### src/rtl/spi_flash_read_sequencer.sv
// spi_flash_read_sequencer
//   Accepts host read requests, issues one access to the SPI master
//   controller, captures the returned bytes into a FIFO and streams them
//   back to the host with a last marker.
//
// Optional feature macro: SPI_FAST_READ_EN
//   When defined, adds input req_fast selecting fast read (0x0B, 8 dummy clocks).
//
// Ports:
//   clk, reset_n                         clock, async active-low reset
//   req_valid/req_ready/req_addr/req_len host request channel (len = bytes-1)
//   access_request ... data_valid        controller access-request field bundle
//   access_complete                      controller transaction-done pulse
//   write_enable/write_data              controller received-byte strobe
//   rd_valid/rd_ready/rd_data/rd_last    host byte stream
//   busy                                 sequencer not idle
//   xfer_error                           pulse on completion with bad byte count/overflow
module spi_flash_read_sequencer #(
    parameter int unsigned FIFO_DEPTH = 16,
    parameter int unsigned ADDR_BYTES = 3,
    parameter logic [7:0]  READ_CMD   = 8'h03
) (
    input  logic        clk,
    input  logic        reset_n,
    input  logic        req_valid,
    output logic        req_ready,
    input  logic [31:0] req_addr,
    input  logic [7:0]  req_len,
`ifdef SPI_FAST_READ_EN
    input  logic        req_fast,
`endif
    output logic        access_request,
    output logic        read_write_n,
    output logic [7:0]  command,
    output logic [31:0] address,
    output logic [1:0]  address_bytes,
    output logic        address_valid,
    output logic [2:0]  dummy_cycles,
    output logic        dummy_valid,
    output logic [7:0]  data_bytes,
    output logic        data_valid,
    input  logic        access_complete,
    input  logic        write_enable,
    input  logic [7:0]  write_data,
    output logic        rd_valid,
    input  logic        rd_ready,
    output logic [7:0]  rd_data,
    output logic        rd_last,
    output logic        busy,
    output logic        xfer_error
);

    localparam int unsigned AW = $clog2(FIFO_DEPTH);
    localparam logic [AW:0] FULL_CNT = (AW+1)'(FIFO_DEPTH);

    typedef enum logic [1:0] {IDLE, ISSUE, WAIT} state_t;

    state_t         state, state_nxt;
    logic [31:0]    addr_q;
    logic [7:0]     len_q;
`ifdef SPI_FAST_READ_EN
    logic           fast_q;
`endif
    logic [8:0]     rx_cnt, rx_cnt_nxt;
    logic           overflow;

    logic [8:0]     mem [FIFO_DEPTH];
    logic [AW-1:0]  wr_ptr, rd_ptr;
    logic [AW:0]    count;

    logic accept, strobe, push_ok, pop, full, empty, last_bit;

    assign full     = (count == FULL_CNT);
    assign empty    = (count == '0);
    assign pop      = !empty && rd_ready;
    // In-range strobes always advance rx_cnt; a full FIFO only loses the byte.
    assign strobe   = (state == WAIT) && write_enable && (rx_cnt <= {1'b0, len_q});
    assign push_ok  = strobe && (!full || pop);
    assign last_bit = (rx_cnt == {1'b0, len_q});
    assign rx_cnt_nxt = rx_cnt + {8'd0, strobe};

    always_ff @(posedge clk or negedge reset_n) begin
        if (!reset_n) state <= IDLE;
        else          state <= state_nxt;
    end

    always_comb begin
        state_nxt      = state;
        accept         = 1'b0;
        access_request = 1'b0;
        xfer_error     = 1'b0;
        case (state)
            IDLE: begin
                if (req_valid && empty) begin
                    accept    = 1'b1;
                    state_nxt = ISSUE;
                end
            end
            ISSUE: begin
                access_request = 1'b1;
                state_nxt      = WAIT;
            end
            WAIT: begin
                if (access_complete) begin
                    state_nxt  = IDLE;
                    // Count and overflow include any strobe landing in this cycle.
                    xfer_error = (rx_cnt_nxt != ({1'b0, len_q} + 9'd1)) ||
                                 overflow || (strobe && !push_ok);
                end
            end
            default: state_nxt = IDLE;
        endcase
    end

    always_ff @(posedge clk or negedge reset_n) begin
        if (!reset_n) begin
            addr_q   <= '0;
            len_q    <= '0;
`ifdef SPI_FAST_READ_EN
            fast_q   <= 1'b0;
`endif
            rx_cnt   <= '0;
            overflow <= 1'b0;
        end else if (accept) begin
            addr_q   <= req_addr;
            len_q    <= req_len;
`ifdef SPI_FAST_READ_EN
            fast_q   <= req_fast;
`endif
            rx_cnt   <= '0;
            overflow <= 1'b0;
        end else begin
            rx_cnt <= rx_cnt_nxt;
            if (strobe && !push_ok) overflow <= 1'b1;
        end
    end

    always_ff @(posedge clk or negedge reset_n) begin
        if (!reset_n) begin
            wr_ptr <= '0;
            rd_ptr <= '0;
            count  <= '0;
        end else begin
            if (push_ok) wr_ptr <= wr_ptr + 1'b1;
            if (pop)     rd_ptr <= rd_ptr + 1'b1;
            case ({push_ok, pop})
                2'b10:   count <= count + 1'b1;
                2'b01:   count <= count - 1'b1;
                default: count <= count;
            endcase
        end
    end

    always_ff @(posedge clk) begin
        if (push_ok) mem[wr_ptr] <= {last_bit, write_data};
    end

    assign req_ready     = (state == IDLE) && empty;
    assign busy          = (state != IDLE);
    assign rd_valid      = !empty;
    assign rd_data       = mem[rd_ptr][7:0];
    assign rd_last       = !empty && mem[rd_ptr][8];

    assign read_write_n  = 1'b1;
    assign address       = addr_q;
    assign address_bytes = 2'(ADDR_BYTES - 1);
    assign address_valid = 1'b1;
    assign data_bytes    = len_q;
    assign data_valid    = 1'b1;
`ifdef SPI_FAST_READ_EN
    assign command       = fast_q ? 8'h0B : READ_CMD;
    assign dummy_valid   = fast_q;
    assign dummy_cycles  = fast_q ? 3'd7 : 3'd0;
`else
    assign command       = READ_CMD;
    assign dummy_valid   = 1'b0;
    assign dummy_cycles  = 3'd0;
`endif

endmodule

### config.mk
export PLATFORM = sky130hd
export DESIGN_NAME = spi_flash_read_sequencer
export DESIGN_NICKNAME = d
export VERILOG_FILES = /design/src/rtl/spi_flash_read_sequencer.sv
export SDC_FILE = /design/constraint.sdc
export NUM_CORES = 1
export LEC_CHECK = 0
export CAP_MARGIN = 10
export CORE_MARGIN = 4
export CORE_UTILIZATION = 55
export DETAILED_ROUTE_END_ITERATION = 10
export GPL_TIMING_DRIVEN = 0
export PLACE_DENSITY = 0.83
export SLEW_MARGIN = 0
export SYNTH_ARGS = -nofsm -noshare
export SYNTH_HDL_FRONTEND = slang
export SYNTH_SLANG_ARGS = --single-unit
### constraint.sdc
create_clock -name clk -period 4.5 [get_ports clk]
set_input_delay 0.675 -clock clk [delete_from_list [all_inputs] [get_ports clk]]
set_output_delay 0.675 -clock clk [all_outputs]
set_load 0.02 [all_outputs]
---- Yosys cells after proc, flatten, opt, wreduce, memory -nomap -nowiden ----
Memories as Yosys holds them, arrays and structs flattened.
Cells that the tools add are included.
word-level totals
  output and inout port bits .............. 71
  register bits ........................... 65
  input port bits ......................... 54
  memories ................................ 1
  RAM bits ................................ 144
cells by class
  $lt $le $gt $ge ......................... 1
  muxes and demuxes ....................... 14
  equal/unequal tests ..................... 9
  reductions and logical operators ........ 20
  $add $sub $neg .......................... 6
memories
  name  depth  bits a word  rd ports  clocked after memory_dff  wr ports  line  text
  mem   16     9            1         0                         1         67    logic [8:0] mem [FIFO_DEPTH];
operators with widths
  operator                                             count
  case mux 5 bit (2 select lines)                      1
  adder 8 x 1 -> 9 bit, second input constant          1
  adder 9 x 1 -> 9 bit                                 1
  equality test 9 x 8 -> 1 bit                         1
  <= comparator 9 x 8 -> 1 bit                         1
  two-way mux 1 bit                                    9
  two-way mux 9 bit                                    1
  != test 9 bit                                        1
  adder 4 x 1 -> 4 bit, second input constant          2
  logical AND 1 bit                                    8
  case mux 2 bit (3 select lines)                      1
  nonzero test 2 bit                                   3
  adder 5 x 1 -> 5 bit, second input constant          1
  equality test 5 bit, second input constant           1
  logical NOT 5 bit                                    1
  subtractor 5 x 1 -> 5 bit, second input constant     1
  equality test 2 x 1 -> 1 bit, second input constant  2
  equality test 2 bit, second input constant           2
  two-way mux 2 bit                                    2
  != test 2 bit, second input constant                 2
  logical NOT 1 bit                                    3
  logical OR 1 bit                                     3
  logical NOT 2 bit                                    1
  AND reduction 2 bit                                  1

---- Logic depth before layout (Yosys ltp) ----
  depth in word-level cells ............... 10
  depth in mapped cells ................... 18
  gate-level depth less buffers ........... 17

---- Least setup slack after synthesis ----
OpenSTA, ideal clock, no wires.
  kind .................................... flip-flop to output port
  start ................................... register len_q[6] (netlist: data_bytes[6])
  end ..................................... output xfer_error
  stages on the path, launching flop included .. 15
  data arrival time ....................... 3,487 ps
  data required time ...................... 3,825 ps
  path slack .............................. 338 ps
  path through ............................ dfrtp_1 > inv_1 > ha_1 > nand4b_4 > nor3_2 > o2111ai_1 > nor2_2 > ha_1 > ha_1 > nand3_1 > nor2_1 > xnor3_1 > nand3_1 > a2111oi_2 > a21oi_1
on the way
  word-level cells in the longest chain between the ends .. 8
  elaborated cells between the ends (all ways) .. 12
  classes of those cells .................. add/sub: 2; order compare: 1; eq/ne: 1; mux: 2; reduce/logical: 6
ends and longest elaborated chain
  item                                                       line      text
  start, declared                                            60        logic [7:0] len_q;
  start signal, assigned                                     126       len_q <= req_len;
  <= comparator 9 x 8 -> 1 bit                               77        assign strobe = (state == WAIT) && write_enable && (rx_cnt <= {1'b0, len_q});
  logical AND 1 bit                                          77
  adder 9 x 1 -> 9 bit or logical AND 1 bit (tied branches)  80, 78
  != test 9 bit or logical NOT 1 bit (tied branches)         107, 108
  logical OR 1 bit or logical AND 1 bit (tied branches)      107, 108
  logical OR 1 bit (*)                                       108       overflow || (strobe && !push_ok);
  two-way mux 1 bit (*)                                      104       if (access_complete) begin
  two-way mux 1 bit (*)                                      92        case (state)
  end, declared                                              50        output logic xfer_error
Mark *: on every way between the ends. The rest lies on a longest branch, timed or not.

---- Worst setup path after layout ----
Ends and elaborated chain as after synthesis.

==> impl_metrics.toml <==
[die]
initial_core_util_pct = 56.2
dieArea_um2 = 18300
core_area_um2 = 15900
dieHeight_um = 135
io_pins = 125
die_w_um = 135
rows = 46

[synth]
ys_types = 45
synth_top_area_share_pct = 48.4
synth_fa_ha_area_share_pct = 3.03
synth.mux.area_fraction_pct = 11.6
syn_avg_cell_area_um2 = 15.2
ys.flop_type = "edfxtp_1"
synth_commonest_cells = "edfxtp_1, nand2_1, dfrtp_1"
synth_xor_area_share_pct = 3.17
syn_inst = 586
synth_top_family_by_area = "multiplexers"
synth.top_cells.by_area = "edfxtp_1, dfrtp_1, mux4_2"
synthesis.area_um2 = 8930
yosysMostFrequentCell = "edfxtp_1"
ys_ff_latch = 209
synth-compound-area-share_pct = 2.10
synthSimpleGateAreaFrac_pct = 9.81
synthArstFlopShare_pct = 31.1
yosysWarnings = 0
yosysSeqAreaShare_pct = 66.6
synth-edff-count = 144
yosysTopAreaCell = "edfxtp_1"

[placed_design]
dp_hpwl_um = 13100
gp_congestion = 0.825
dp_cells = 925
place_area_um2 = 10300
portBuffers = 107

[pwr]
comb_power_share_pct = 38.7
ir_worst_vdd_mv = 0.477
p_leak_nw = 4.37
swShare_pct = 32.9
seqPwrFrac_pct = 36.5
internal_power_mw = 4.70
p_sw_mw = 2.30
clkPwrFrac_pct = 24.8
power.density_nw_per_um2 = 623

[cts]
clk-insertion-delay-late_ps = 500
clock_path_buffers = 3
cts_tree = "built"
htreeDepth = 1
cts_made_buffers = 21
clkSinkCount = 209
cts_root_buf = "clkbuf_16"
cts.clk_slew.worst_paths_ps = 60

[timing]
hold_viol = 0
tns_ps = 0
worst_slew_pin_slew_ps = 1210
setup_viol = 0
slew_headroom_pct = 19.0
drv_slew = 0
worst_hold_slack_ps = 280
clock_skew_ps = 19.9
clock.fmax_mhz = 229
min_period_ps = 4370
fin_crit_sh_pct = 97.1

[detailed_routing]
totalWireLength_um = 20200
ant_nets = 0
first_iter_violations = 331
drc = 0
wl_per_cell_um = 20.6
num_vias = 5361
dr.pass1.iters = 5
via_per_inst = 5.49

[setup_path]
max_stage_delay_ps = 410
cpLargestDelayFamily = "compound AO/OA/AOI/OAI gates"
path_cells = "inv_4, ha_4, a21o_1, a211oi_2, o2111ai_2, nor2_2, ha_4, ha_4, nand3_2, nor2_4, xnor3_1, nand3_1, a2111oi_4, a21oi_1, buf_4"
endpoint_kind = "output port"
path_buf_inv = 2
cp-start-kind = "flip-flop"
path_class = "flip-flop to output port"
crit_slowest_cell = "dfrtp_1"
cp_max_fo = 4
required_ps = 3830
crit_top_cell = "ha_4"
cp.arrival_ps = 3700

[cells_and_area]
layout-area-overhead-vs-synth_pct = 26.0
antennaDiodeCount = 0
drive_above_1_share_pct = 19.8
nNetsFinal = 821
finalNonFillerCells = 977
fin_area_um2 = 11300

[flow_run]
maxCapViolCount = 0

[grt]
overflow = 0
grt_max_degree = 66
grt_pass1_wl_um = 30900
grt_usage_pct = 22.2
antenna_found_initial = 0
grt_pass1_vias = 5625

[status]
outcome = "finished clean"

[min_path]
hp-class = "primary input to async pin"
## flip-flops by register name, summed over array words and instances (netlist names)
| name | count |
|---|---|
| overflow | 1 |
| mem | 144 |
| data_bytes | 8 |
| state | 2 |
| count | 5 |
| address | 32 |
| rx_cnt | 9 |
| wr_ptr | 4 |
| rd_ptr | 4 |
## routing by layer
metal	vias up	track usage, %	routed length [µm]
li1	2414	-	-
met1	2682	27.6	7570
met2	229	39.0	10500
met3	36	5.94	1710
met4	0	5.26	374
met5	-	0	0
## through the flow
step	setup WS, ps	power [mW]	utilization [%]
6_report	129	7.01	70.8
5_1_grt	-89.9	7.36	70.8
4_1_cts	9.03	6.99	70.0
3_5_place_dp	-728	5.18	65.1
3_3_place_gp	-636	5.10	65.0
2_1_floorplan	338	4.17	-
## what timing repair did
action / 4_1_cts / 5_1_grt
endpoints found under the setup margin: 1 / 1
pin swaps: 6 / 10
buffers inserted: 6 / 8
hold buffers: 0 / 0
resized for setup: 13 / 14
## power groups by stage
stage | combinational, mW | clock, mW | sequential [mW]
detailed placement | 2.60 | 0 | 2.58
CTS | 2.67 | 1.77 | 2.55
global placement | 2.53 | 0 | 2.57
finish | 2.71 | 1.74 | 2.56
floorplan | 1.40 | 0 | 2.77
global route | 2.93 | 1.85 | 2.59
## worst paths after layout
path | start | endpoint | slack (ps) | cells after the start
worst min-delay path | reset_n | address[29] | 280 | 1
min in group clk | address[29] | address[29] | 480 | 2
worst max register to register | data_bytes[6] | count[4] | 820 | 20
max in group asynchronous | reset_n | data_bytes[2] | 3640 | 1
worst max-delay path | data_bytes[6] | xfer_error | 130 | 15
worst min register to register | address[29] | address[29] | 480 | 2
## logic make-up after synthesis
group / Yosys count
buffers and inverters: 60
XOR/XNOR: 29
flip-flops: 209
multiplexers: 47
AND/OR/NAND/NOR: 189
AO/OA/AOI/OAI: 29
other: 2
adder cells (fa/ha/maj): 21
## layout make-up
type	count	area (µm²)
Timing Repair Buffer	122	1180
Sequential cell	209	5950
Inverter	21	81.3
Fill cell	1019	4630
Buffer	39	243
Multi-Input combinational cell	332	2840
Tap cell	216	270
Clock inverter	12	140
Clock buffer	26	544
## layout by cell type, fill, tap and decap left out, drive strengths merged, types with 3 or more instances in the layout
master           n
edfxtp         144
nand2          114
clkdlybuf4s50  105
dfrtp           65
buf             49
mux4            45
clkbuf          33
inv             23
xnor2           20
ha              20
nor2            19
conb            17
and3            15
nand3           14
o21ai           13
nor2b            7
xor2             7
clkinv           7
a21oi            5
nor3             5
a21o             4
and2             4
nand4            3
bufinv           3
(Power assumes the default switching activity.)
